$ cat config.mk
export PLATFORM = sky130hd
export DESIGN_NAME = mem_writeback
export DESIGN_NICKNAME = d
export VERILOG_FILES = /design/src/rtl/mem_writeback.sv
export SDC_FILE = /design/constraint.sdc
export NUM_CORES = 1
export LEC_CHECK = 0
export BUFFER_PORTS_ARGS = -buffer_cell sky130_fd_sc_hd__buf_2
export CAP_MARGIN = 20
export CELL_PAD_IN_SITES_DETAIL_PLACEMENT = 2
export CELL_PAD_IN_SITES_GLOBAL_PLACEMENT = 2
export CORE_ASPECT_RATIO = 1.75
export CORE_MARGIN = 10
export CORE_UTILIZATION = 29
export CTS_CLUSTER_SIZE = 40
export DETAILED_ROUTE_END_ITERATION = 7
export PLACE_DENSITY_LB_ADDON = 0.2
export SKIP_LAST_GASP = 1
export SLEW_MARGIN = 10
export SYNTH_ARGS = -nofsm -noshare
export SYNTH_HDL_FRONTEND = slang
export SYNTH_SLANG_ARGS = --single-unit
$ cat constraint.sdc
create_clock -name clk -period 2 [get_ports clk]
set_input_delay 0.1 -clock clk [delete_from_list [all_inputs] [get_ports clk]]
set_output_delay 0.1 -clock clk [all_outputs]
set_load 0.01 [all_outputs]
$ cat src/rtl/mem_writeback.sv
// mem_writeback: memory/writeback stage of the RV32I pipeline (dmem req/ack, register-file write port).
// Build macro MISALIGN_CHECK_EN: reject misaligned halfword/word accesses and pulse misalign.
module mem_writeback #(
  parameter int SIZE = 32
) (
  input  logic            clk,
  input  logic            reset,
  input  logic            exec_valid,
  input  logic [SIZE-1:0] alu_result,
  input  logic [SIZE-1:0] store_data,
  input  logic [4:0]      rd_in,
  input  logic [2:0]      funct3_in,
  input  logic            wr_to_rf_in,
  input  logic            mem_write_in,
  input  logic            wb_select_in,
  output logic            dmem_req,
  output logic            dmem_we,
  output logic [SIZE-1:0] dmem_addr,
  output logic [SIZE-1:0] dmem_wdata,
  output logic [3:0]      dmem_wstrb,
  input  logic [SIZE-1:0] dmem_rdata,
  input  logic            dmem_ack,
  output logic            rd_en,
  output logic [SIZE-1:0] rd_data,
  output logic [4:0]      rd_address,
  output logic            mem_stall,
  output logic            misalign
);

  localparam logic [0:0] S_IDLE = 1'b0;
  localparam logic [0:0] S_WAIT = 1'b1;

  localparam logic [1:0] W_BYTE = 2'd0;
  localparam logic [1:0] W_HALF = 2'd1;
  localparam logic [1:0] W_WORD = 2'd2;

  function automatic logic [1:0] access_width(input logic is_store, input logic [2:0] f3);
    logic [1:0] w;
    if (is_store) begin
      case (f3)
        3'd0:    w = W_BYTE;
        3'd1:    w = W_HALF;
        default: w = W_WORD;
      endcase
    end else begin
      case (f3)
        3'd0, 3'd4: w = W_BYTE;
        3'd1, 3'd5: w = W_HALF;
        default:    w = W_WORD;
      endcase
    end
    return w;
  endfunction

  function automatic logic [31:0] load_align(input logic [31:0] rdata, input logic [2:0] f3,
                                             input logic [1:0] off);
    logic [7:0]  b;
    logic [15:0] h;
    logic [31:0] v;
    case (off)
      2'd0:    b = rdata[7:0];
      2'd1:    b = rdata[15:8];
      2'd2:    b = rdata[23:16];
      default: b = rdata[31:24];
    endcase
    h = off[1] ? rdata[31:16] : rdata[15:0];
    case (f3)
      3'd0:    v = {{24{b[7]}}, b};
      3'd4:    v = {24'h00_0000, b};
      3'd1:    v = {{16{h[15]}}, h};
      3'd5:    v = {16'h0000, h};
      default: v = rdata;
    endcase
    return v;
  endfunction

  function automatic logic [3:0] store_strb(input logic [2:0] f3, input logic [1:0] off);
    logic [3:0] s;
    case (access_width(1'b1, f3))
      W_BYTE:  s = 4'b0001 << off;
      W_HALF:  s = off[1] ? 4'b1100 : 4'b0011;
      default: s = 4'b1111;
    endcase
    return s;
  endfunction

  function automatic logic [31:0] store_lanes(input logic [31:0] data, input logic [2:0] f3);
    logic [31:0] d;
    case (access_width(1'b1, f3))
      W_BYTE:  d = {4{data[7:0]}};
      W_HALF:  d = {2{data[15:0]}};
      default: d = data;
    endcase
    return d;
  endfunction

`ifdef MISALIGN_CHECK_EN
  function automatic logic is_misaligned(input logic is_store, input logic [2:0] f3,
                                         input logic [1:0] off);
    logic m;
    case (access_width(is_store, f3))
      W_BYTE:  m = 1'b0;
      W_HALF:  m = off[0];
      default: m = (off != 2'd0);
    endcase
    return m;
  endfunction
`endif

  logic [0:0]      r_state;
  logic            r_is_load;
  logic [2:0]      r_funct3;
  logic [1:0]      r_off;
  logic [4:0]      r_rd;
  logic            r_dmem_req;
  logic            r_dmem_we;
  logic [SIZE-1:0] r_dmem_addr;
  logic [SIZE-1:0] r_dmem_wdata;
  logic [3:0]      r_dmem_wstrb;
  logic            r_rd_en;
  logic [SIZE-1:0] r_rd_data;
  logic [4:0]      r_rd_address;
  logic            r_hold_vld;
  logic [4:0]      r_hold_rd;
  logic [SIZE-1:0] r_hold_data;

  logic            w_stall;
  logic            w_accept;
  logic            w_is_mem;
  logic            w_misaligned;
  logic            w_issue;
  logic            w_alu_wr;
  logic            w_retire;
  logic            w_load_wr;
  logic [1:0]      w_off;
  logic [SIZE-1:0] w_load_data;

  assign w_off       = alu_result[1:0];
  assign w_stall     = (r_state == S_WAIT) & ~dmem_ack;
  assign w_accept    = exec_valid & ~w_stall;
  assign w_is_mem    = wb_select_in | mem_write_in;
`ifdef MISALIGN_CHECK_EN
  assign w_misaligned = is_misaligned(mem_write_in, funct3_in, w_off);
`else
  assign w_misaligned = 1'b0;
`endif
  assign w_issue     = w_accept & w_is_mem & ~w_misaligned;
  assign w_alu_wr    = w_accept & ~w_is_mem & wr_to_rf_in & (rd_in != 5'd0);
  assign w_retire    = (r_state == S_WAIT) & dmem_ack;
  assign w_load_wr   = w_retire & r_is_load & (r_rd != 5'd0);
  assign w_load_data = load_align(dmem_rdata, r_funct3, r_off);

  // Request FSM: a new access issued in the ack cycle replaces the finished one directly.
  always_ff @(posedge clk) begin
    if (reset) begin
      r_state      <= S_IDLE;
      r_is_load    <= 1'b0;
      r_funct3     <= 3'd0;
      r_off        <= 2'd0;
      r_rd         <= 5'd0;
      r_dmem_req   <= 1'b0;
      r_dmem_we    <= 1'b0;
      r_dmem_addr  <= '0;
      r_dmem_wdata <= '0;
      r_dmem_wstrb <= 4'b0000;
    end else if (w_issue) begin
      r_state      <= S_WAIT;
      r_is_load    <= ~mem_write_in;
      r_funct3     <= funct3_in;
      r_off        <= w_off;
      r_rd         <= rd_in;
      r_dmem_req   <= 1'b1;
      r_dmem_we    <= mem_write_in;
      r_dmem_addr  <= {alu_result[SIZE-1:2], 2'b00};
      r_dmem_wdata <= mem_write_in ? store_lanes(store_data, funct3_in) : '0;
      r_dmem_wstrb <= mem_write_in ? store_strb(funct3_in, w_off) : 4'b0000;
    end else if (w_retire) begin
      r_state      <= S_IDLE;
      r_dmem_req   <= 1'b0;
      r_dmem_we    <= 1'b0;
      r_dmem_wstrb <= 4'b0000;
    end
  end

  // Write port: a retiring load takes the slot; an ALU result issued alongside waits one cycle in hold.
  always_ff @(posedge clk) begin
    if (reset) begin
      r_rd_en      <= 1'b0;
      r_rd_data    <= '0;
      r_rd_address <= 5'd0;
      r_hold_vld   <= 1'b0;
      r_hold_rd    <= 5'd0;
      r_hold_data  <= '0;
    end else if (w_load_wr) begin
      r_rd_en      <= 1'b1;
      r_rd_data    <= w_load_data;
      r_rd_address <= r_rd;
      r_hold_vld   <= w_alu_wr;
      r_hold_rd    <= rd_in;
      r_hold_data  <= alu_result;
    end else if (r_hold_vld) begin
      r_rd_en      <= 1'b1;
      r_rd_data    <= r_hold_data;
      r_rd_address <= r_hold_rd;
      r_hold_vld   <= w_alu_wr;
      r_hold_rd    <= rd_in;
      r_hold_data  <= alu_result;
    end else begin
      r_rd_en <= w_alu_wr;
      if (w_alu_wr) begin
        r_rd_data    <= alu_result;
        r_rd_address <= rd_in;
      end
    end
  end

`ifdef MISALIGN_CHECK_EN
  logic r_misalign;

  // One-cycle pulse for an access rejected as misaligned.
  always_ff @(posedge clk) begin
    if (reset) begin
      r_misalign <= 1'b0;
    end else begin
      r_misalign <= w_accept & w_is_mem & w_misaligned;
    end
  end

  assign misalign = r_misalign;
`else
  assign misalign = 1'b0;
`endif

  assign dmem_req   = r_dmem_req;
  assign dmem_we    = r_dmem_we;
  assign dmem_addr  = r_dmem_addr;
  assign dmem_wdata = r_dmem_wdata;
  assign dmem_wstrb = r_dmem_wstrb;
  assign rd_en      = r_rd_en;
  assign rd_data    = r_rd_data;
  assign rd_address = r_rd_address;
  assign mem_stall  = w_stall;

endmodule

==> results.ini <==
[outcome]
status = finished clean

[critical_path]
path_buf_inv = 3
required_ns = 2.34
crit_arrival_ns = 2.26
r2r_end = rd_data[14]
start_kind = primary input
r2r_slack_ns = 0.13
regToRegStartpoint = r_is_load
path_class = in2reg
crit_chain = dlygate4sd3_1, buf_2, or4_1, nor2_2, or2_2, a21oi_2, buf_12, a2111oi_2
worstRegToRegCells = 7
worstPathMaxFanout = 7
cpPeakStageDelay_ns = 0.56
critical-path-slowest-cell = dlygate4sd3_1
crit_path_end_kind = flop
path_delay_family = buffers and inverters

[hold_path]
min_path_type = in2reg
holdPathEnd = dmem_wdata[1]
min_delay_path_depth = 3
holdCritStartpoint = store_data[1]

[sta]
drv_slew = 0
skew_ns = 0.00854
rsz0062_at_grt = yes
worst_pin_slew_ns = 0.680
finalCritPeriodShare = 0.957
hold_violations = 0
timing.fmax_ghz = 0.523
fin_crit_ns = 1.91
slew_headroom = 0.546
finalSetupViolations = 0
fin_tns_setup_ns = 0

[power]
clockPowerShare = 0.458
peakVddDrop_mv = 0.502
powerDensity_mw_per_mm2 = 816
switching_share = 0.258
seqPwrFrac = 0.402
power.net_switching_mw = 2.11
power.leakage_nw = 4.23
comb_power_share = 0.140
intPower_mw = 6.05

[drt]
first_pass_iters = 4
wl_um = 31600
drc = 0
post_drt_wl_per_cell_um = 21.7
top_layer_used = met4
drt_first_iter_violations = 251
via_per_inst = 5.11
antenna_left = 0
wl_met1_um = 11100
vias = 7446
route.met2.wl_um = 17700
dr_wl_met3_um = 1940

[grt]
grt_max_degree = 64
groute.usage.overall = 0.203
grt_overflow = 0
antenna_found_initial = 1
grt_pass1_wl_um = 48000
grt_pass1_vias = 8238

[yosys]
async_reset_ff_frac = 0
netlist.area_leader.share = 0.443
synth_area_mm2 = 0.00701
seq_area_frac_synth = 0.443
yosys-top-cells-count = 218 x nand2_1, 155 x dfxtp_1, 94 x a21oi_1
synth-seq-cells = 155
synthTopCellsByArea = dfxtp_1 44%, nand2_1 12%, a21oi_1 6.7%
yosysMostFrequentCell = nand2_1
ys_warn_count = 0
ys_types = 43
synth_flop_cell = dfxtp_1
synth_cells = 861
synth_area_leader_cell = dfxtp_1
avgSynthCellArea_um2 = 8.14
synth_edf_count = 0

[floorplanning]
rows = 75
die_y_um = 226
die_x_um = 138
ios = 221
initial_core_util = 0.293
coreArea_mm2 = 0.0239
fp.dieArea_mm2 = 0.0310

[clocking]
clock-sinks = 155
cts_root_buffer = clkbuf_16
insertion_delay_ns = 0.45
path_clk_slew_ns = 0.07
cts.htree.levels = 4
cts_buffers = 17
cts_tree = built
max-clock-path-buffers = 2

[placed_design]
dp_hpwl_um = 23600
place_area_mm2 = 0.00873
port_buffers = 217
place.gp.congestion = 0.798

[finish]
fill_cells = 2713
syn_to_final_growth_pct = 42.6
finish.instance_area_mm2 = 0.0100
layout-drive-gt1-share = 0.301
postLayoutCoreUtil = 0.418
final_net_count = 1247

[run]
maxCapViolCount = 0

timing repair:
item,in CTS,in global routing
pin swaps,0,3
setup buffers,0,2
endpoints found under the hold margin,90,0
gates resized for setup,1,9
hold buffers,53,0
setup endpoints to repair,17,35
cells by family (layout without fill, tap and decap cells):
| group | Yosys count | in the layout | share of synthesized area |
|---|---|---|---|
| mux | 59 | 59 | 0.0900 |
| flops | 155 | 155 | 0.443 |
| buf+inv | 87 | 373 | 0.0516 |
| compound gates | 232 | 232 | 0.223 |
| other cells | 1 | 4 | 0.000535 |
| simple gates | 327 | 327 | 0.192 |
area by class of cell:
type	instances	area, µm²	area share
Clock buffer	23	488	0.0488
Multi-Input combinational cell	621	3600	0.360
Clock inverter	9	184	0.0184
Inverter	14	52.6	0.00526
Sequential cell	155	3100	0.310
Antenna cell	1	2.50	0.000250
Tap cell	308	385	0.0385
Timing Repair Buffer	327	2180	0.218
worst max-delay path by stage:
stage | from | endpoint | slack [ns] | cells past startpoint
2_1_floorplan | r_rd[4] | r_hold_data[10] | 0.22 | 6
4_1_cts | dmem_req | rd_data[29] | -0.07 | 5
3_3_place_gp | r_is_load | rd_data[20] | 0.007 | 5
5_1_grt | dmem_req | rd_data[13] | -0.04 | 7
3_5_place_dp | r_is_load | rd_data[29] | -0.06 | 5
6_report | rd_in[1] | rd_data[14] | 0.09 | 8
cells in the final DEF (no fill, tap or decap), types with 4 or more instances in the layout:
cell type      count
nand2_1          218
buf_2            216
dfxtp_1          154
a21oi_1           94
nor2_1            58
dlygate4sd3_1     53
buf_4             45
mux2i_1           36
a22oi_1           28
nand2b_1          24
mux2_2            22
o22ai_1           19
a22o_1            17
clkbuf_16         17
o21ai_0           15
inv_1             14
nor3_1            10
buf_12            10
o221ai_1           9
o211ai_1           8
a221oi_1           7
a2111oi_2          7
a31oi_1            7
a311oi_1           7
bufinv_16          5
a211oi_1           4
clkbuf_8           4
stage by stage:
step                      total power [mW]  hold slack [ns]  setup WS [ns]  cells
after CTS                             8.25          0.00282        -0.0685   1455
after floorplan                       3.85            0.236          0.218    863
after detailed placement              4.41            0.382        -0.0560   1370
after global routing                  8.50           0.0253        -0.0357   1458
after global placement                4.38            0.370        0.00744   1370
final                                 8.16           0.0181         0.0863   1458
sequential cells by signal, indices dropped and copies added, names as in the netlist:
signal       cells
r_hold_rd        5
rd_address       5
dmem_wdata      32
r_hold_vld       1
dmem_we          1
dmem_addr       30
rd_data         32
r_funct3         3
rd_en            1
r_rd             5
r_is_load        1
dmem_wstrb       4
r_off            2
r_hold_data     32
dmem_req         1
worst register-to-register path, stage by stage, from the launching register on:
cell and delay [ns]:
dfxtp_1 0.33, and3_1 0.26, buf_4 0.18, o31a_1 0.18, buf_4 0.21, a21oi_2 0.09, buf_12 0.16, a2111oi_2 0.36
routing by layer:
layer / up-vias / GRT usage
li1: 3555 / -
met1: 3663 / 0.192
met2: 193 / 0.388
met3: 35 / 0.0614
met4: 0 / 0.0788
met5: - / 0
power groups by stage:
| stage | Sequential, mW | Combinational, mW | Clock [mW] |
|---|---|---|---|
| 6_report | 3.28 | 1.14 | 3.74 |
| 5_1_grt | 3.30 | 1.25 | 3.95 |
| 4_1_cts | 3.28 | 1.15 | 3.82 |
| 3_5_place_dp | 3.35 | 1.06 | 0 |
| 3_3_place_gp | 3.34 | 1.04 | 0 |
| 2_1_floorplan | 3.38 | 0.466 | 0 |
Note: power is estimated with default switching activity, not from simulation.
